===== src/rtl/shift_engine_pkg.sv =====
// shift_engine_pkg: mode encodings and FSM state codes shared by
// the shift engine and its single-step shifter.
package shift_engine_pkg;

    localparam logic [1:0] MODE_LSL = 2'b00;
    localparam logic [1:0] MODE_LSR = 2'b01;
    localparam logic [1:0] MODE_ASR = 2'b10;
    localparam logic [1:0] MODE_ROL = 2'b11;

    localparam logic [1:0] ST_IDLE  = 2'd0;
    localparam logic [1:0] ST_SHIFT = 2'd1;
    localparam logic [1:0] ST_DONE  = 2'd2;

endpackage


===== src/rtl/shift_engine_step.sv =====
// shift_step: combinational one-bit shifter, returns the next word
// and the bit that leaves the word (for ROL, the bit wrapped to bit 0).
module shift_step
    import shift_engine_pkg::*;
#(
    parameter int WIDTH = 8
) (
    input  logic [WIDTH-1:0] word,
    input  logic [1:0]       mode,
    output logic [WIDTH-1:0] next_word,
    output logic             shifted_bit
);

    // Select the single-step shift for the current mode.
    always_comb begin
        next_word   = word;
        shifted_bit = 1'b0;
        case (mode)
            MODE_LSL: begin
                next_word   = {word[WIDTH-2:0], 1'b0};
                shifted_bit = word[WIDTH-1];
            end
            MODE_LSR: begin
                next_word   = {1'b0, word[WIDTH-1:1]};
                shifted_bit = word[0];
            end
            MODE_ASR: begin
                next_word   = {word[WIDTH-1], word[WIDTH-1:1]};
                shifted_bit = word[0];
            end
            MODE_ROL: begin
                next_word   = {word[WIDTH-2:0], word[WIDTH-1]};
                shifted_bit = word[WIDTH-1];
            end
            default: begin
                next_word   = word;
                shifted_bit = 1'b0;
            end
        endcase
    end

endmodule


===== src/rtl/shift_engine.sv =====
// shift_engine: multi-cycle shifter, one bit per cycle, valid/ready on
// both sides. Define SHIFT_ENGINE_CARRY_EN to add the oCarry output.
module shift_engine
    import shift_engine_pkg::*;
#(
    parameter int WIDTH = 8
) (
    input  logic                     iClk,
    input  logic                     iRst,
    input  logic                     iValid,
    output logic                     oReady,
    input  logic [WIDTH-1:0]         iData,
    input  logic [$clog2(WIDTH)-1:0] iAmt,
    input  logic [1:0]               iMode,
    output logic                     oValid,
    input  logic                     iReady,
    output logic [WIDTH-1:0]         oData,
`ifdef SHIFT_ENGINE_CARRY_EN
    output logic                     oCarry,
`endif
    output logic                     oBusy
);

    localparam int AMT_W = $clog2(WIDTH);

    logic [1:0]       state;
    logic [WIDTH-1:0] work;
    logic [AMT_W-1:0] cnt;
    logic [1:0]       mode;
    logic             valid;
    logic [WIDTH-1:0] step_word;
    logic             step_bit;

    shift_step #(
        .WIDTH(WIDTH)
    ) u_step (
        .word       (work),
        .mode       (mode),
        .next_word  (step_word),
        .shifted_bit(step_bit)
    );

    // Control FSM and datapath; oValid rises one cycle after DONE is
    // entered so latency is amount+1 cycles, including amount 0.
    always_ff @(posedge iClk) begin
        if (iRst) begin
            state <= ST_IDLE;
            work  <= '0;
            cnt   <= '0;
            mode  <= MODE_LSL;
            valid <= 1'b0;
        end else begin
            case (state)
                ST_IDLE: begin
                    if (iValid) begin
                        work  <= iData;
                        cnt   <= iAmt;
                        mode  <= iMode;
                        state <= (iAmt != '0) ? ST_SHIFT : ST_DONE;
                    end
                end
                ST_SHIFT: begin
                    work <= step_word;
                    cnt  <= cnt - 1'b1;
                    if (cnt == AMT_W'(1)) begin
                        state <= ST_DONE;
                    end
                end
                ST_DONE: begin
                    if (!valid) begin
                        valid <= 1'b1;
                    end else if (iReady) begin
                        valid <= 1'b0;
                        state <= ST_IDLE;
                    end
                end
                default: begin
                    state <= ST_IDLE;
                    valid <= 1'b0;
                end
            endcase
        end
    end

`ifdef SHIFT_ENGINE_CARRY_EN
    logic carry;

    // Track the last bit shifted out; cleared at accept so amount 0 gives 0.
    always_ff @(posedge iClk) begin
        if (iRst) begin
            carry <= 1'b0;
        end else if (state == ST_IDLE && iValid) begin
            carry <= 1'b0;
        end else if (state == ST_SHIFT) begin
            carry <= step_bit;
        end
    end

    assign oCarry = carry;
`else
    logic carry_unused;
    assign carry_unused = step_bit;
`endif

    assign oReady = (state == ST_IDLE);
    assign oBusy  = (state != ST_IDLE);
    assign oValid = valid;
    assign oData  = work;

endmodule


===== config.mk =====
export PLATFORM = sky130hd
export DESIGN_NAME = shift_engine
export DESIGN_NICKNAME = d
export VERILOG_FILES = /design/src/rtl/shift_engine_pkg.sv /design/src/rtl/shift_engine_step.sv /design/src/rtl/shift_engine.sv
export SDC_FILE = /design/constraint.sdc
export NUM_CORES = 1
export LEC_CHECK = 0
export CAP_MARGIN = 25
export CORE_UTILIZATION = 35
export CTS_CLUSTER_SIZE = 40
export DETAILED_ROUTE_END_ITERATION = 10
export SYNTH_ARGS = -nofsm -noshare
export SYNTH_HDL_FRONTEND = slang
export SYNTH_SLANG_ARGS = --single-unit

===== constraint.sdc =====
create_clock -name iClk -period 1.4 [get_ports iClk]
set_input_delay 0.35 -clock iClk [delete_from_list [all_inputs] [get_ports iClk]]
set_output_delay 0.35 -clock iClk [all_outputs]
set_load 0.1 [all_outputs]

Yosys cells after proc, flatten, opt, wreduce, memory -nomap -nowiden
Cells that the tools add are included.
Widths: inputs -> output; s select.

word-level totals
  register bits = 16
  input bits = 17
  output and inout port bits = 11
  word-level logic and storage cells = 42

cells by class
  $add $sub $neg = 1
  equal/unequal tests = 11
  mux-type cells = 14
  reduce and logical (&&, ||, !) cells = 10

operator list
  operator             count
  $pmux 8 s4           1
  $pmux 8 s2           1
  $mux 2               5
  $ne 2x2->1 const B   5
  $mux 8               1
  $eq 2x2->1 const B   3
  $pmux 2 s3           1
  $pmux 3 s2           1
  $eq 2x1->1 const B   2
  $logic_not 2->1      2
  $reduce_and 2->1     2
  $reduce_and 4->1     1
  $reduce_bool 2->1    2
  $eq 3x1->1 const B   1
  $mux 3               1
  $reduce_and 3->1     1
  $reduce_bool 3->1    1
  $sub 3x1->3 const B  1
  $mux 1               2
  $pmux 1 s2           1
  $reduce_or 2->1      1

Logic depth before layout (Yosys ltp)
Gate-level depths: netlist of run 1.

  word-level depth = 4
  mapped depth = 5

Modules after synthesis
Synthesis of run 1 repeated with hierarchy kept, for this count alone.

unflattened totals
  cells, all modules = 105
  area, all modules = 1,008.5 µm²

modules (own cells, without submodules)
  module        times used  cells each  area an instance (µm²)  seq. area each (µm²)
  shift_engine  1           84          828.3                   320.3
  shift_step    1           21          180.2                   0.0

Worst setup path after synthesis of run 1
No wires, ideal clock.

  path type = register -> output
  start = register state[1]
  end = output port oReady
  data arrival time = 1.850 ns
  path slack = -0.800 ns
  stages on the path, launching flop included = 5
  path buffers = 2
  cells stage by stage = dfxtp_1 clkbuf_1 clkbuf_1 or2_2 inv_1

on the way
  longest elaborated chain between the ends = 1

ends and longest elaborated chain
  element                 line                 text
  start, declared         shift_engine.sv:26   logic [1:0] state;
  start signal, assigned  shift_engine.sv:59   state <= (iAmt != '0) ? ST_SHIFT : ST_DONE;
  $logic_not 2->1         shift_engine.sv:105  assign oReady = (state == ST_IDLE);
  end, declared           shift_engine.sv:11   output logic oReady,

No other way between the ends.

Final worst setup path of run 1
Same ends and word-level chain as after synthesis.

==> results.json, run 1 <==
{
  "clock_latency_ns": 0.29,
  "period_minus_slack_ns": 1.51,
  "arrival_ns": 1.16,
  "wl_per_cell_um": 13.4,
  "start_util": 0.377,
  "die-width_um": 53.9,
  "die_y_um": 53.9,
  "violations": "setup timing",
  "synth_common_cells": "16 x dfxtp_1, 14 x a21oi_1, 7 x inv_1, 7 x o21ai_0, 6 x clkbuf_1",
  "ys_seq_area_frac": 0.340,
  "core_area_um2": 2500,
  "drt_iter0_markers": 9,
  "root_buffer": "clkbuf_4",
  "synth_ff_type": "dfxtp_1",
  "synth_edf_count": 0,
  "gr-total-overflow": 0,
  "holdWs_ns": 0.501,
  "finalWirelength_um": 2380,
  "outcome": "complete, but fails checks",
  "crit_fanout": 3,
  "drv_cap": 0,
  "fin_skew_ns": 0.0131,
  "gp_congestion": 0.837,
  "ys_ff_latch": 16,
  "seqCellArea_um2": 335,
  "powerDensity_nw_per_um2": 1140,
  "crit_path_end_kind": "output pin",
  "vias": 949,
  "synth_area_per_cell_um2": 8.57,
  "nets": 168,
  "max_stage_delay_ns": 0.37,
  "nFillCells": 229,
  "cp_data_required_time_ns": 1.05,
  "reg2reg_to": "oData[6]",
  "syn_nets": 129,
  "vias_per_cell": 5.33,
  "final_max_slew_viol_count": 0,
  "pre_cts_slack_ns": -0.218,
  "r2r-start": "state[0]",
  "n_antenna_cell": 0,
  "grt_pass1_vias": 798,
  "detail-route-antenna-nets": 0,
  "ctsLongestPathBuffers": 2,
  "placed_area_um2": 1440,
  "rsz0062_at_grt": "true",
  "antenna_found_initial": 0,
  "leakagePower_nw": 0.625,
  "path_cells": "or2_4 > clkinvlp_4 > buf_12",
  "critPathSlowestCell": "dfxtp_4",
  "finalSetupViolCount": 2,
  "critPathCapture": "oReady",
  "reg2reg_slack_ns": 0.06,
  "finalPower_w": 0.00171,
  "syn_to_final_growth_pct": 60.2,
  "clk_pin_slew_ns": 0.11,
  "ir_worst_vdd_v": 0.000867,
  "yosys.area.top_type": "dfxtp_1",
  "numCtsBuffers": 3,
  "h-tree-depth": 1,
  "dp_hpwl_um": 1770,
  "drc": 0,
  "hold_violations": 0,
  "worst_slack_ns": -0.112,
  "multiInputGateArea_um2": 578,
  "cp-startpoint": "state[1]",
  "final_util": 0.604,
  "startpoint_type": "flop",
  "drive_gt1_frac": 0.338,
  "tightest_slew_ns": 0.475,
  "firstDrtPassIters": 4,
  "fmax_mhz": 661,
  "synth_area_leaders": "dfxtp_1 34%, a21oi_1 7.4%, mux2i_1 5.3%, and3b_1 3.7%, o21ai_0 3.7%",
  "yosysTopAreaCellShare": 0.340,
  "tritoncts": "built",
  "relSlewSlack": 0.682,
  "clock_sinks": 16,
  "crit_type": "reg2out",
  "grt_usage": 0.183,
  "io_pins": 28,
  "finalInstanceArea_um2": 1510,
  "ys_warn_count": 0,
  "synth_cells": 110,
  "synth-async-reset-ratio": 0,
  "post-synth-top-count-cell": "dfxtp_1",
  "syn_area_um2": 942,
  "hp-class": "reg2reg",
  "port_buffers": 27,
  "row_count": 18,
  "fin_crit_sh": 1.08,
  "synth_cell_types": 37,
  "fp.dieArea_um2": 2900,
  "grt_pass1_wl_um": 3700,
  "grt_max_degree": 14,
  "reg2reg_depth": 5
}
[layout make-up]
type | count | area share
multi-input cells | 79 | 0.383
clock buffers | 4 | 0.0240
repair buffers | 41 | 0.323
inverters | 8 | 0.0224
well taps | 30 | 0.0249
flip-flops and latches | 16 | 0.222
[worst min path at each step]
stage                     startpoint      to  cells past startpoint
after CTS                     cnt[0]  cnt[0]                      2
after floorplan               cnt[0]  cnt[0]                      2
after global routing          cnt[0]  cnt[0]                      2
after global placement        cnt[0]  cnt[0]                      2
final                         cnt[0]  cnt[0]                      2
after detailed placement      cnt[0]  cnt[0]                      2
[worst max-delay path: cells and delay by family, from the launching register on]
| kind | cells | cell delay (ns) |
|---|---|---|
| buffers and inverters | 2 | 0.24 |
| flip-flops | 1 | 0.37 |
| AND/OR/NAND/NOR | 1 | 0.25 |
[cells by family after synthesis]
family | share of synthesized area
AO/OA/AOI/OAI | 0.256
AND/OR/NAND/NOR | 0.223
flip-flops | 0.340
multiplexers | 0.0651
buffers and inverters | 0.0611
adder cells (fa/ha/maj) | 0.0372
XOR/XNOR | 0.0173
[metrics by stage]
stage	setup TNS [ns]	cells
final	-0.147	178
after global routing	-0.185	178
after CTS	-0.160	178
after detailed placement	-2.57	172
after global placement	-2.19	172
after floorplan	-0.357	110
[per-layer routing]
layer	GRT usage	part of all wire
met1	0.250	0.47
met2	0.280	0.48
met3	0.0282	0.042
met4	0.0789	0.0080
met5	0	0
[flip-flops by register name, summed over array words and instances, names as in the netlist]
name    count
oData       8
oValid      1
cnt         3
mode        2
state       2
[placed cells by master, fill, tap and decap left out, types with 2 or more instances in the layout]
| cell type | netlist | final |
|---|---|---|
| a31oi_1 | 5 | 5 |
| nand2_1 | 4 | 4 |
| o21ai_0 | 7 | 7 |
| a21oi_1 | 14 | 14 |
| buf_4 | 0 | 14 |
| buf_12 | 0 | 11 |
| clkbuf_4 | 0 | 3 |
| dfxtp_2 | 0 | 9 |
| clkdlybuf4s50_1 | 0 | 15 |
| dfxtp_1 | 16 | 6 |
| nor2_1 | 4 | 4 |
| nand2b_1 | 5 | 5 |
| inv_1 | 7 | 6 |
| o221a_2 | 2 | 2 |
| nand3b_1 | 2 | 2 |
| nand4b_1 | 2 | 2 |
| mux2i_1 | 5 | 5 |
| ha_1 | 2 | 2 |
| and3b_1 | 4 | 4 |
| or3b_1 | 3 | 3 |
| a21o_1 | 2 | 2 |
[repair_timing]
action / in CTS / in global routing
buffers inserted: 2 / 0
pin swaps: 0 / 1
gates resized for setup: 3 / 3
endpoints found under the setup margin: 2 / 7
hold buffers: 0 / 0
[power by group]
part	switching (W)	internal, W
registers	0.0000642	0.000514
logic	0.000469	0.000348
clock network	0.000161	0.000158
total	0.000694	0.00102
Power figures use the tool's default switching activity.
==> inputs of run 2 (changes only) <==
- SKIP_LAST_GASP: not set -> 1
==> results.json, run 2 (synthesis results as in run 1) <==
{
  "drive_gt1_frac": 0.338,
  "layout_commonest_cell": "clkdlybuf4s50_1",
  "numCtsBuffers": 3,
  "io_pins": 28,
  "vias_per_cell": 5.34,
  "crit_path_end_kind": "output pin",
  "clk_pin_slew_ns": 0.11,
  "clock_sinks": 16,
  "cp-startpoint": "state[1]",
  "gr-total-overflow": 0,
  "wl_per_cell_um": 13.3,
  "met1_length_um": 1110,
  "die_y_um": 53.9,
  "crit_type": "reg2out",
  "reg2reg_depth": 5,
  "final_cell_mix": "15 x clkdlybuf4s50_1, 14 x a21oi_1, 14 x buf_4, 11 x buf_12, 9 x dfxtp_2",
  "grt_pass1_wl_um": 3700,
  "grt_pass1_vias": 798,
  "worst_slack_ns": -0.112,
  "wl_met3_um": 101,
  "reg2reg_to": "oData[6]",
  "fp.dieArea_um2": 2900,
  "setup_tns_ns": -0.146,
  "drt_iter0_markers": 9,
  "grt_usage": 0.183,
  "finalSetupViolCount": 2,
  "finalWirelength_um": 2380,
  "outcome": "complete, but fails checks",
  "fin_skew_ns": 0.0128,
  "wl_met2_um": 1150,
  "detail-route-antenna-nets": 0,
  "critPathCapture": "oReady",
  "row_count": 18,
  "hold_violations": 0,
  "drc": 0,
  "leakagePower_nw": 0.625,
  "vias": 950,
  "dp_hpwl_um": 1770,
  "holdWs_ns": 0.501,
  "largest_reg_flops": 8,
  "placed_area_um2": 1440,
  "ir_worst_vdd_v": 0.000867,
  "period_minus_slack_ns": 1.51,
  "relSlewSlack": 0.682,
  "violations": "setup timing",
  "arrival_ns": 1.16,
  "tritoncts": "built",
  "firstDrtPassIters": 4,
  "root_buffer": "clkbuf_4",
  "fin_crit_sh": 1.08,
  "grt_max_degree": 14,
  "reg2reg_slack_ns": 0.06,
  "gp_congestion": 0.837,
  "final_max_slew_viol_count": 0,
  "powerDensity_nw_per_um2": 1140,
  "hp-class": "reg2reg",
  "crit_fanout": 3,
  "drv_cap": 0,
  "nets": 168,
  "syn_to_final_growth_pct": 60.2,
  "ctsLongestPathBuffers": 2,
  "startpoint_type": "flop",
  "h-tree-depth": 1,
  "core_area_um2": 2500,
  "routed.top_layer": "met4",
  "rsz0062_at_grt": "true",
  "start_util": 0.377,
  "fmax_mhz": 661,
  "r2r-start": "state[0]",
  "clock_latency_ns": 0.29,
  "cp_data_required_time_ns": 1.05,
  "finalInstanceArea_um2": 1510,
  "antenna_found_initial": 0,
  "n_antenna_cell": 0,
  "die-width_um": 53.9,
  "port_buffers": 27,
  "tightest_slew_ns": 0.475
}
## run 2: cell counts in the layout (fill, tap and decap cells not counted)
No cell type changed its count.
## run 2: final cells by class
class,instances,area (µm²)
multi-input combinational,79,578
tap,30,37.5
fill,229,991
inverter,8,33.8
timing repair buffer,41,488
clock buffer,4,36.3
sequential,16,335
## run 2: how the worst min path moves through the flow
stage / start / endpoint / slack [ns] / cells after the start
floorplan: cnt[0] / cnt[0] / 0.46 / 2
finish: cnt[0] / cnt[0] / 0.50 / 2
global route: cnt[0] / cnt[0] / 0.53 / 2
detailed placement: cnt[0] / cnt[0] / 0.49 / 2
global placement: cnt[0] / cnt[0] / 0.48 / 2
CTS: cnt[0] / cnt[0] / 0.50 / 2
## run 2: metrics by stage
stage	total power [W]	worst slack, ns	util	cells
4_1_cts	0.00172	-0.119	0.598	178
2_1_floorplan	0.00109	-0.357	-	110
6_report	0.00171	-0.112	0.604	178
3_3_place_gp	0.00139	-0.170	0.576	172
3_5_place_dp	0.00139	-0.218	0.576	172
5_1_grt	0.00179	-0.133	0.604	178
## run 2: where the power goes
group	switching, W	total (W)	internal (W)
clock	0.000161	0.000319	0.000158
sequential	0.0000642	0.000578	0.000514
combinational	0.000469	0.000817	0.000348
## run 2: critical path: stages, from the launching register on
cell	delay [ns]
dfxtp_4	0.37
or2_4	0.25
clkinvlp_4	0.08
buf_12	0.16
## run 2: layer usage
layer,GRT usage,vias up
met4,0.0789,0
met5,0,-
li1,-,478
met3,0.0282,2
met2,0.280,22
met1,0.250,448
## run 2: repair_timing
item / in CTS / in global routing
buffers inserted: 2 / 0
endpoints found under the setup margin: 2 / 12
pin swaps: 0 / 1
hold buffers: 0 / 0
resized for setup: 2 / 4
==> inputs of run 3 (changes only) <==
- MAX_ROUTING_LAYER: not set -> met4
==> results.json, run 3 (synthesis results as in run 1) <==
{
  "cp_data_required_time_ns": 1.05,
  "reg2reg_slack_ns": 0.06,
  "outcome": "complete, but fails checks",
  "worstHoldEndpoint": "cnt[0]",
  "vias_per_cell": 5.33,
  "relSlewSlack": 0.680,
  "crit_path_end_kind": "output pin",
  "tritoncts": "built",
  "ir_worst_vdd_v": 0.000867,
  "nFillCells": 229,
  "period_minus_slack_ns": 1.51,
  "antenna_found_initial": 0,
  "reg2reg_depth": 5,
  "dp_cells": 172,
  "wl_per_cell_um": 13.4,
  "fin_crit_sh": 1.08,
  "die-width_um": 53.9,
  "drive_gt1_frac": 0.338,
  "dp_hpwl_um": 1770,
  "finalNonFillerCells": 178,
  "hold_violations": 0,
  "nets": 168,
  "grt_pass1_vias": 799,
  "clock_sinks": 16,
  "die_y_um": 53.9,
  "numCtsBuffers": 3,
  "root_buffer": "clkbuf_4",
  "holdWs_ns": 0.501,
  "finalInstanceArea_um2": 1510,
  "final_max_slew_viol_count": 0,
  "finalWirelength_um": 2380,
  "rsz0062_at_grt": "true",
  "multiInputGateArea_um2": 578,
  "min_from": "cnt[0]",
  "fin_skew_ns": 0.0122,
  "powerDensity_nw_per_um2": 1140,
  "layout_commonest_cell": "clkdlybuf4s50_1",
  "io_pins": 28,
  "final_util": 0.604,
  "port_buffers": 27,
  "largest_reg_flops": 8,
  "seqCellArea_um2": 335,
  "worst_slack_ns": -0.111,
  "clock_latency_ns": 0.29,
  "gr-total-overflow": 0,
  "start_util": 0.377,
  "vias": 949,
  "grt_max_degree": 14,
  "h-tree-depth": 1,
  "placed_area_um2": 1440,
  "fp.dieArea_um2": 2900,
  "ctsHoldBuffers": 0,
  "grt_usage": 0.188,
  "drc": 0,
  "ctsLongestPathBuffers": 2,
  "final_cell_mix": "15 x clkdlybuf4s50_1, 14 x a21oi_1, 14 x buf_4, 11 x buf_12, 9 x dfxtp_2",
  "r2r-start": "state[1]",
  "crit_fanout": 3,
  "firstDrtPassIters": 4,
  "holdPathStages": 2,
  "crit_type": "reg2out",
  "hp-class": "reg2reg",
  "drt_iter0_markers": 9,
  "startpoint_type": "flop",
  "row_count": 18,
  "leakagePower_nw": 0.625,
  "violations": "setup timing",
  "finalSetupViolCount": 2,
  "reg2reg_to": "oData[6]",
  "syn_to_final_growth_pct": 60.2,
  "n_antenna_cell": 0,
  "tightest_slew_ns": 0.477,
  "arrival_ns": 1.16,
  "core_area_um2": 2500,
  "gp_congestion": 0.850,
  "fmax_mhz": 662,
  "grt_pass1_wl_um": 3700,
  "drv_cap": 0,
  "detail-route-antenna-nets": 0,
  "clk_pin_slew_ns": 0.11,
  "pre_cts_slack_ns": -0.218
}
-- run 3: cell counts in the layout (fill, tap and decap cells not counted) --
Identical to the previous run, type by type.
-- run 3: power breakdown --
group          internal (W)  leakage (nW)  switching, W
Clock              0.000158        0.0210      0.000160
Sequential         0.000514         0.136     0.0000642
Combinational      0.000348         0.468      0.000469
-- run 3: timing repair --
item	4_1_cts	5_1_grt
resized for setup	2	4
pin swaps	0	1
endpoints found under the hold margin	0	0
endpoints found under the setup margin	2	12
setup buffers	2	0
-- run 3: worst max-delay path by stage --
stage | slack, ns | startpoint | depth (start not counted) | to
finish | -0.11 | state[1] | 3 | oReady
global route | -0.13 | state[1] | 3 | oReady
CTS | -0.12 | state[1] | 3 | oReady
detailed placement | -0.22 | iValid | 6 | oData[6]
global placement | -0.17 | iValid | 5 | mode[1]
floorplan | -0.36 | state[1] | 4 | oReady
-- run 3: critical path, stage by stage (launching register included) --
cell        delay [ns]
dfxtp_4           0.37
or2_4             0.25
clkinvlp_4        0.08
buf_12            0.16
-- run 3: metal layers --
metal / part of all wire / vias up / GRT usage / routed length, µm
met2: 0.48 / 24 / 0.280 / 1150
met3: 0.046 / 2 / 0.0254 / 109
li1: - / 478 / - / -
met4: 0.0088 / 0 / 0.0789 / 21
met5: 0 / - / - / 0
met1: 0.46 / 445 / 0.252 / 1100
-- run 3: per-stage QoR --
stage	setup TNS, ns	total power, W
6_report	-0.145	0.00171
5_1_grt	-0.185	0.00179
4_1_cts	-0.172	0.00172
3_5_place_dp	-2.57	0.00139
3_3_place_gp	-2.19	0.00139
2_1_floorplan	-0.357	0.00109
-- run 3: final cells by class --
class | count | share of cell area
inverters | 8 | 0.0224
multi-input cells | 79 | 0.383
repair buffers | 41 | 0.323
well taps | 30 | 0.0249
flip-flops and latches | 16 | 0.222
clock buffers | 4 | 0.0240
